### src/rtl/matrix_bram_stream_reader.sv
`default_nettype none
// ============================================================================
// Module   : matrix_bram_stream_reader
// Purpose  : Avalon-MM read initiator for port s2 of the matrix data BRAM.
//            Fetches a run of 32-bit words starting at a base address, splits
//            each word into 8-bit elements (byte 0 first) and streams them on
//            a valid/ready interface into the systolic array skew buffers.
// Options  : MATRIX_BRAM_READER_PREFETCH_EN - adds a second word register and
//            overlaps the next BRAM read with the current word's last bytes,
//            giving one element per cycle when the sink never stalls.
// Revision : 1.0 - initial release
// ============================================================================
module matrix_bram_stream_reader #(
    parameter int ADDR_W = 4,
    parameter int DATA_W = 32,
    parameter int ELEM_W = 8
) (
    input  logic              clk,
    input  logic              reset,
    input  logic              start,
    input  logic [ADDR_W-1:0] base_addr,
    input  logic [ADDR_W:0]   word_count,
    output logic              busy,
    output logic              done,
    output logic [ADDR_W-1:0] bram_address,
    output logic              bram_chipselect,
    output logic              bram_write,
    output logic [3:0]        bram_byteenable,
    output logic              bram_clken,
    input  logic [DATA_W-1:0] bram_readdata,
    output logic [ELEM_W-1:0] elem_data,
    output logic              elem_valid,
    input  logic              elem_ready,
    output logic              elem_last
);

    localparam int                NUM_ELEMS = 4;
    localparam logic [ADDR_W-1:0] ADDR_ONE  = ADDR_W'(1);
    localparam logic [ADDR_W:0]   IDX_ONE   = (ADDR_W + 1)'(1);
    localparam logic [1:0]        LAST_BYTE = 2'd3;

    typedef enum logic [2:0] {
        S_IDLE    = 3'd0,
        S_ISSUE   = 3'd1,
        S_CAPTURE = 3'd2,
        S_EMIT    = 3'd3,
        S_FINISH  = 3'd4
    } state_t;

    state_t              state;
    state_t              state_nxt;
    logic [ADDR_W-1:0]   base_q;
    logic [ADDR_W:0]     count_q;
    logic [ADDR_W:0]     idx_q;
    logic [DATA_W-1:0]   word_q;
    logic [1:0]          byte_sel;
    logic [ELEM_W-1:0]   word_elems [NUM_ELEMS];
    logic                last_word;

    // The read port is read-only and always clocked.
    assign bram_write      = 1'b0;
    assign bram_byteenable = 4'hF;
    assign bram_clken      = 1'b1;

    // idx is one bit wider than the address, so a 16-word run terminates
    // correctly even though the address itself wraps.
    assign last_word = ((idx_q + IDX_ONE) == count_q);

    generate
        for (genvar gi = 0; gi < NUM_ELEMS; gi++) begin : g_split
            assign word_elems[gi] = word_q[gi*ELEM_W +: ELEM_W];
        end
    endgenerate

`ifdef MATRIX_BRAM_READER_PREFETCH_EN
    logic              pf_issue;
    logic              pf_pending;
    logic [DATA_W-1:0] pf_hold;
    logic [DATA_W-1:0] pf_word;

    // The next word is requested as byte 2 leaves, unless this is the final word.
    assign pf_issue = (state == S_EMIT) && elem_ready && (byte_sel == 2'd2) && !last_word;
    // Freshly returned data bypasses the hold register so byte 3 can hand over
    // to the next word without a bubble.
    assign pf_word  = pf_pending ? bram_readdata : pf_hold;

    // Capture the prefetched word the cycle it returns and keep it across a byte-3 stall.
    always_ff @(posedge clk or posedge reset) begin
        if (reset) begin
            pf_pending <= 1'b0;
            pf_hold    <= '0;
        end else begin
            pf_pending <= pf_issue;
            if (pf_pending) begin
                pf_hold <= bram_readdata;
            end
        end
    end
`endif

    // State register.
    always_ff @(posedge clk or posedge reset) begin
        if (reset) begin
            state <= S_IDLE;
        end else begin
            state <= state_nxt;
        end
    end

    // Next-state logic and Moore/handshake outputs.
    always_comb begin
        state_nxt       = state;
        busy            = 1'b0;
        done            = 1'b0;
        bram_chipselect = 1'b0;
        bram_address    = '0;
        elem_valid      = 1'b0;
        elem_last       = 1'b0;
        elem_data       = '0;
        case (state)
            S_IDLE: begin
                if (start) begin
                    state_nxt = (word_count != '0) ? S_ISSUE : S_FINISH;
                end
            end
            S_ISSUE: begin
                busy            = 1'b1;
                bram_chipselect = 1'b1;
                bram_address    = base_q + idx_q[ADDR_W-1:0];
                state_nxt       = S_CAPTURE;
            end
            S_CAPTURE: begin
                busy      = 1'b1;
                state_nxt = S_EMIT;
            end
            S_EMIT: begin
                busy       = 1'b1;
                elem_valid = 1'b1;
                elem_data  = word_elems[byte_sel];
                elem_last  = (byte_sel == LAST_BYTE) && last_word;
`ifdef MATRIX_BRAM_READER_PREFETCH_EN
                if (pf_issue) begin
                    bram_chipselect = 1'b1;
                    bram_address    = base_q + idx_q[ADDR_W-1:0] + ADDR_ONE;
                end
                if (elem_ready && (byte_sel == LAST_BYTE)) begin
                    state_nxt = last_word ? S_FINISH : S_EMIT;
                end
`else
                if (elem_ready && (byte_sel == LAST_BYTE)) begin
                    state_nxt = last_word ? S_FINISH : S_ISSUE;
                end
`endif
            end
            S_FINISH: begin
                done      = 1'b1;
                state_nxt = S_IDLE;
            end
            default: begin
                state_nxt = S_IDLE;
            end
        endcase
    end

    // Transfer bookkeeping: latch the request, load words, advance byte and word counters.
    always_ff @(posedge clk or posedge reset) begin
        if (reset) begin
            base_q   <= '0;
            count_q  <= '0;
            idx_q    <= '0;
            word_q   <= '0;
            byte_sel <= 2'd0;
        end else begin
            case (state)
                S_IDLE: begin
                    if (start) begin
                        base_q  <= base_addr;
                        count_q <= word_count;
                        idx_q   <= '0;
                    end
                end
                S_CAPTURE: begin
                    word_q   <= bram_readdata;
                    byte_sel <= 2'd0;
                end
                S_EMIT: begin
                    if (elem_ready) begin
                        byte_sel <= byte_sel + 2'd1;
                        if (byte_sel == LAST_BYTE) begin
                            idx_q <= idx_q + IDX_ONE;
`ifdef MATRIX_BRAM_READER_PREFETCH_EN
                            if (!last_word) begin
                                word_q <= pf_word;
                            end
`endif
                        end
                    end
                end
                default: begin
                end
            endcase
        end
    end

endmodule
`default_nettype wire
### config.mk
export PLATFORM = sky130hd
export DESIGN_NAME = matrix_bram_stream_reader
export DESIGN_NICKNAME = d
export VERILOG_FILES = /design/src/rtl/matrix_bram_stream_reader.sv
export SDC_FILE = /design/constraint.sdc
export NUM_CORES = 1
export LEC_CHECK = 0
export CELL_PAD_IN_SITES_DETAIL_PLACEMENT = 1
export CELL_PAD_IN_SITES_GLOBAL_PLACEMENT = 1
export CORE_ASPECT_RATIO = 1.25
export CORE_UTILIZATION = 35
export CTS_CLUSTER_DIAMETER = 100
export DETAILED_ROUTE_END_ITERATION = 16
export GPL_TIMING_DRIVEN = 0
export PLACE_DENSITY = 0.85
export REMOVE_ABC_BUFFERS = 1
export SYNTH_ARGS = -nofsm -noshare
export SYNTH_HDL_FRONTEND = slang
export SYNTH_SLANG_ARGS = --single-unit
### constraint.sdc
create_clock -name clk -period 1.8 [get_ports clk]
set_input_delay 0.36 -clock clk [delete_from_list [all_inputs] [get_ports clk]]
set_output_delay 0.36 -clock clk [all_outputs]
set_load 0.01 [all_outputs]
==> results.toml <==
[floorplan]
fp.coreArea_sq_um = 7490
die_x_um = 81.1
dieHeight_um = 101
dieArea_sq_um = 8180
initial_utilization_pct = 36.5
io_pins = 68
rows = 35

[clock_network]
htreeDepth = 2
clkSlewWorstSetupHoldPaths_ns = 0.09
root_buffer = "clkbuf_8"
cts.sinks = 51
clk-insertion-delay-late_ns = 0.30
holdBufCountCts = 0
cts_buffers = 5
cts_buffer_depth = 2
cts_tree = "done"

[cells_and_area]
antenna_cells = 0
fin_nets = 349
fin_area_sq_um = 3850
drive_above_1_share_pct = 46.5
area_growth_pct = 40.8

[sta]
maxSlewHeadroom_pct = 62.6
rsz0062_at_grt = "yes"
worst_slack_ns = -0.407
tightest_slew_ns = 0.560
fin_skew_ns = 0.00350
finalSetupTns_ns = -3.52
hold_viol_final = 0
maxSlewViolCount = 0
whs_ns = 0.427
finalCriticalPeriod_ns = 2.21
fmax_mhz = 453
fin_crit_sh_pct = 123
finalSetupViolCount = 15

[detailed_routing]
postRouteWirelength_um = 6390
route.detailed.wl_per_inst_um = 16.3
wl_met3_um = 219
routed-wl-met2_um = 3630
final_antenna_net_count = 0
remaining_drc_errors = 0
vias = 1970
topRoutingLayerUsed = "met3"
firstDrtPassIters = 2
drt_iter0_drc = 74
vias_per_cell = 5.04
drt-met1-wl_um = 2550

[worst_setup_path]
critPathCaptureType = "output port"
critPathLaunchType = "flop"
endpoint = "elem_last"
cp.required_ns = 1.44
critPathArrivalTime_ns = 1.85
ff2ff_path_depth = 7
worst-r2r-setup-slack_ns = -0.01
r2r-end = "state[2]"
rr_startpoint = "idx_q[1]"
path_class = "reg -> out"
path_max_fanout = 3
crit_start = "idx_q[1]"

[place]
io_buffer_count = 61
hpwl_um = 4210
gp_congestion = 0.751
placed_area_sq_um = 3360

[synth]
synth_warnings = 0
async_flop_share_pct = 100
synth-seq-cells = 51
synth_cells = 210
synth_fa_ha_area_share_pct = 3.02
synth-compound-area-share_pct = 6.86
synth_xor_area_share_pct = 2.56
synth-simple-area-share_pct = 10.9
synth_top_flop_cell = "dfrtp_1"
yosysSeqAreaShare_pct = 46.6
synth_cell_type_count = 48
synth.mux.area_fraction_pct = 23.8
synth_top_family_by_area = "multiplexers"
synth-edff-count = 0
synthesis.area_sq_um = 2740
avgSynthCellArea_sq_um = 13.0

[grt]
antenna_found_initial = 0
grt_pass1_wl_um = 10200
first_global_vias = 2101
grtUsageTotal_pct = 17.0
grt_overflow_total = 0
grt_max_degree = 29

[worst_hold_path]
worstHoldPathType = "in -> async"

[power_and_ir_drop]
p_int_uw = 4280
peakVddDrop_uv = 773
p_clk_share_pct = 10.2
swShare_pct = 33.2
seq_power_share_pct = 32.6
p_comb_share_pct = 57.2
power.total_uw = 6410
power.leakage_uw = 0.00161
p_switching_uw = 2130
powerDensity_nw_per_um2 = 1660

[job]
max_cap_viol_count = 0

[outcome]
violations = "setup timing"
status = "finished with violations"
state kept, by name, summed over array words and instances, names as in the netlist:
| register | count |
|---|---|
| word_q | 32 |
| count_q | 5 |
| idx_q | 5 |
| base_q | 4 |
| state | 3 |
| byte_sel | 2 |
layout make-up:
cell class / count / area (sq um)
Tap cell: 92 / 115
Fill cell: 777 / 3630
Sequential cell: 51 / 1290
Multi-Input combinational cell: 141 / 1400
Clock inverter: 2 / 12.5
Timing Repair Buffer: 95 / 950
Inverter: 4 / 15.0
Clock buffer: 6 / 72.6
synthesized netlist by cell type (2+ instances only):
| cell | n | area [sq um] |
|---|---|---|
| a22o_1 | 4 | 35.0 |
| xnor2_1 | 6 | 52.6 |
| buf_6 | 4 | 45.0 |
| inv_1 | 4 | 15.0 |
| o21ai_2 | 2 | 17.5 |
| nand2_1 | 8 | 30.0 |
| conb_1 | 2 | 7.51 |
| a21oi_1 | 2 | 10.0 |
| buf_2 | 2 | 10.0 |
| nand3_1 | 2 | 10.0 |
| and2_1 | 10 | 62.6 |
| nand3b_1 | 2 | 15.0 |
| buf_4 | 10 | 75.1 |
| mux4_2 | 8 | 180 |
| mux2_2 | 39 | 439 |
| o21ai_0 | 3 | 15.0 |
| ha_1 | 5 | 62.6 |
| mux2_1 | 2 | 22.5 |
| nor4_1 | 2 | 12.5 |
| a211oi_1 | 3 | 22.5 |
| nor2b_1 | 2 | 12.5 |
| xor2_1 | 2 | 17.5 |
| nor3_1 | 3 | 15.0 |
| nor2_1 | 9 | 33.8 |
| dfrtp_1 | 51 | 1280 |
worst max-delay path: stages (launching register included):
cell and delay [ns]:
dfrtp_2 0.45, ha_4 0.18, nor3b_1 0.14, o21a_1 0.18
o311a_1 0.30, and3_1 0.18, buf_2 0.14
worst min-delay path by stage:
stage,end,slack (ns),cells after the start
global route,state[1],0.47,2
CTS,state[1],0.45,2
finish,state[1],0.43,2
floorplan,word_q[20],0.45,1
global placement,word_q[21],0.47,1
detailed placement,word_q[21],0.47,1
stage by stage:
step	setup slack (ns)	cells	util [%]
final	-0.407	391	51.5
after global routing	-0.494	391	51.5
after CTS	-0.454	388	50.7
after detailed placement	-0.724	351	44.9
after global placement	-0.801	349	44.5
after floorplan	-0.182	196	-
repair_timing:
action	4_1_cts	5_1_grt
buffers inserted	29	4
pin swaps	15	13
endpoints found under the hold margin	0	0
gates resized for setup	101	16
endpoints found under the setup margin	67	17
placed cells by master, fill, tap and decap left out, types with 3 or more instances in the layout:
master | synthesis | final
clkdlybuf4s50_1 | 0 | 44
and2_1 | 10 | 4
and2_4 | 0 | 7
buf_2 | 2 | 7
ha_4 | 0 | 3
nand2_1 | 8 | 8
mux2_2 | 39 | 39
o21ai_0 | 3 | 3
buf_12 | 0 | 5
nor3_1 | 3 | 3
buf_6 | 4 | 20
xnor2_1 | 6 | 5
dfrtp_1 | 51 | 43
nor2_1 | 9 | 8
a22o_1 | 4 | 4
clkbuf_8 | 1 | 5
buf_4 | 10 | 16
dfrtp_2 | 0 | 7
conb_1 | 2 | 6
mux4_2 | 8 | 8
metal layers:
metal	up-vias	global-route usage, %
met5	-	0
met4	0	3.57
met3	0	3.89
met2	46	31.4
met1	1007	19.8
li1	917	-
logic make-up (layout without fill, tap and decap cells):
| group | after synthesis | in the layout |
|---|---|---|
| multiplexers | 50 | 50 |
| AO/OA/AOI/OAI | 23 | 23 |
| buffers and inverters | 22 | 107 |
| adder cells (fa/ha/maj) | 6 | 6 |
| XOR/XNOR | 8 | 8 |
| other | 2 | 6 |
| flip-flops | 51 | 51 |
| AND/OR/NAND/NOR | 48 | 48 |
power groups by stage:
stage                     Combinational (uW)  Clock [uW]  Sequential (uW)
final                                   3670         652             2090
after global routing                    3970         730             2170
after CTS                               3530         685             2090
after detailed placement                2720           0             2200
after global placement                  2600           0             2160
after floorplan                         1860           0             2020
Power figures use the tool's default switching activity.
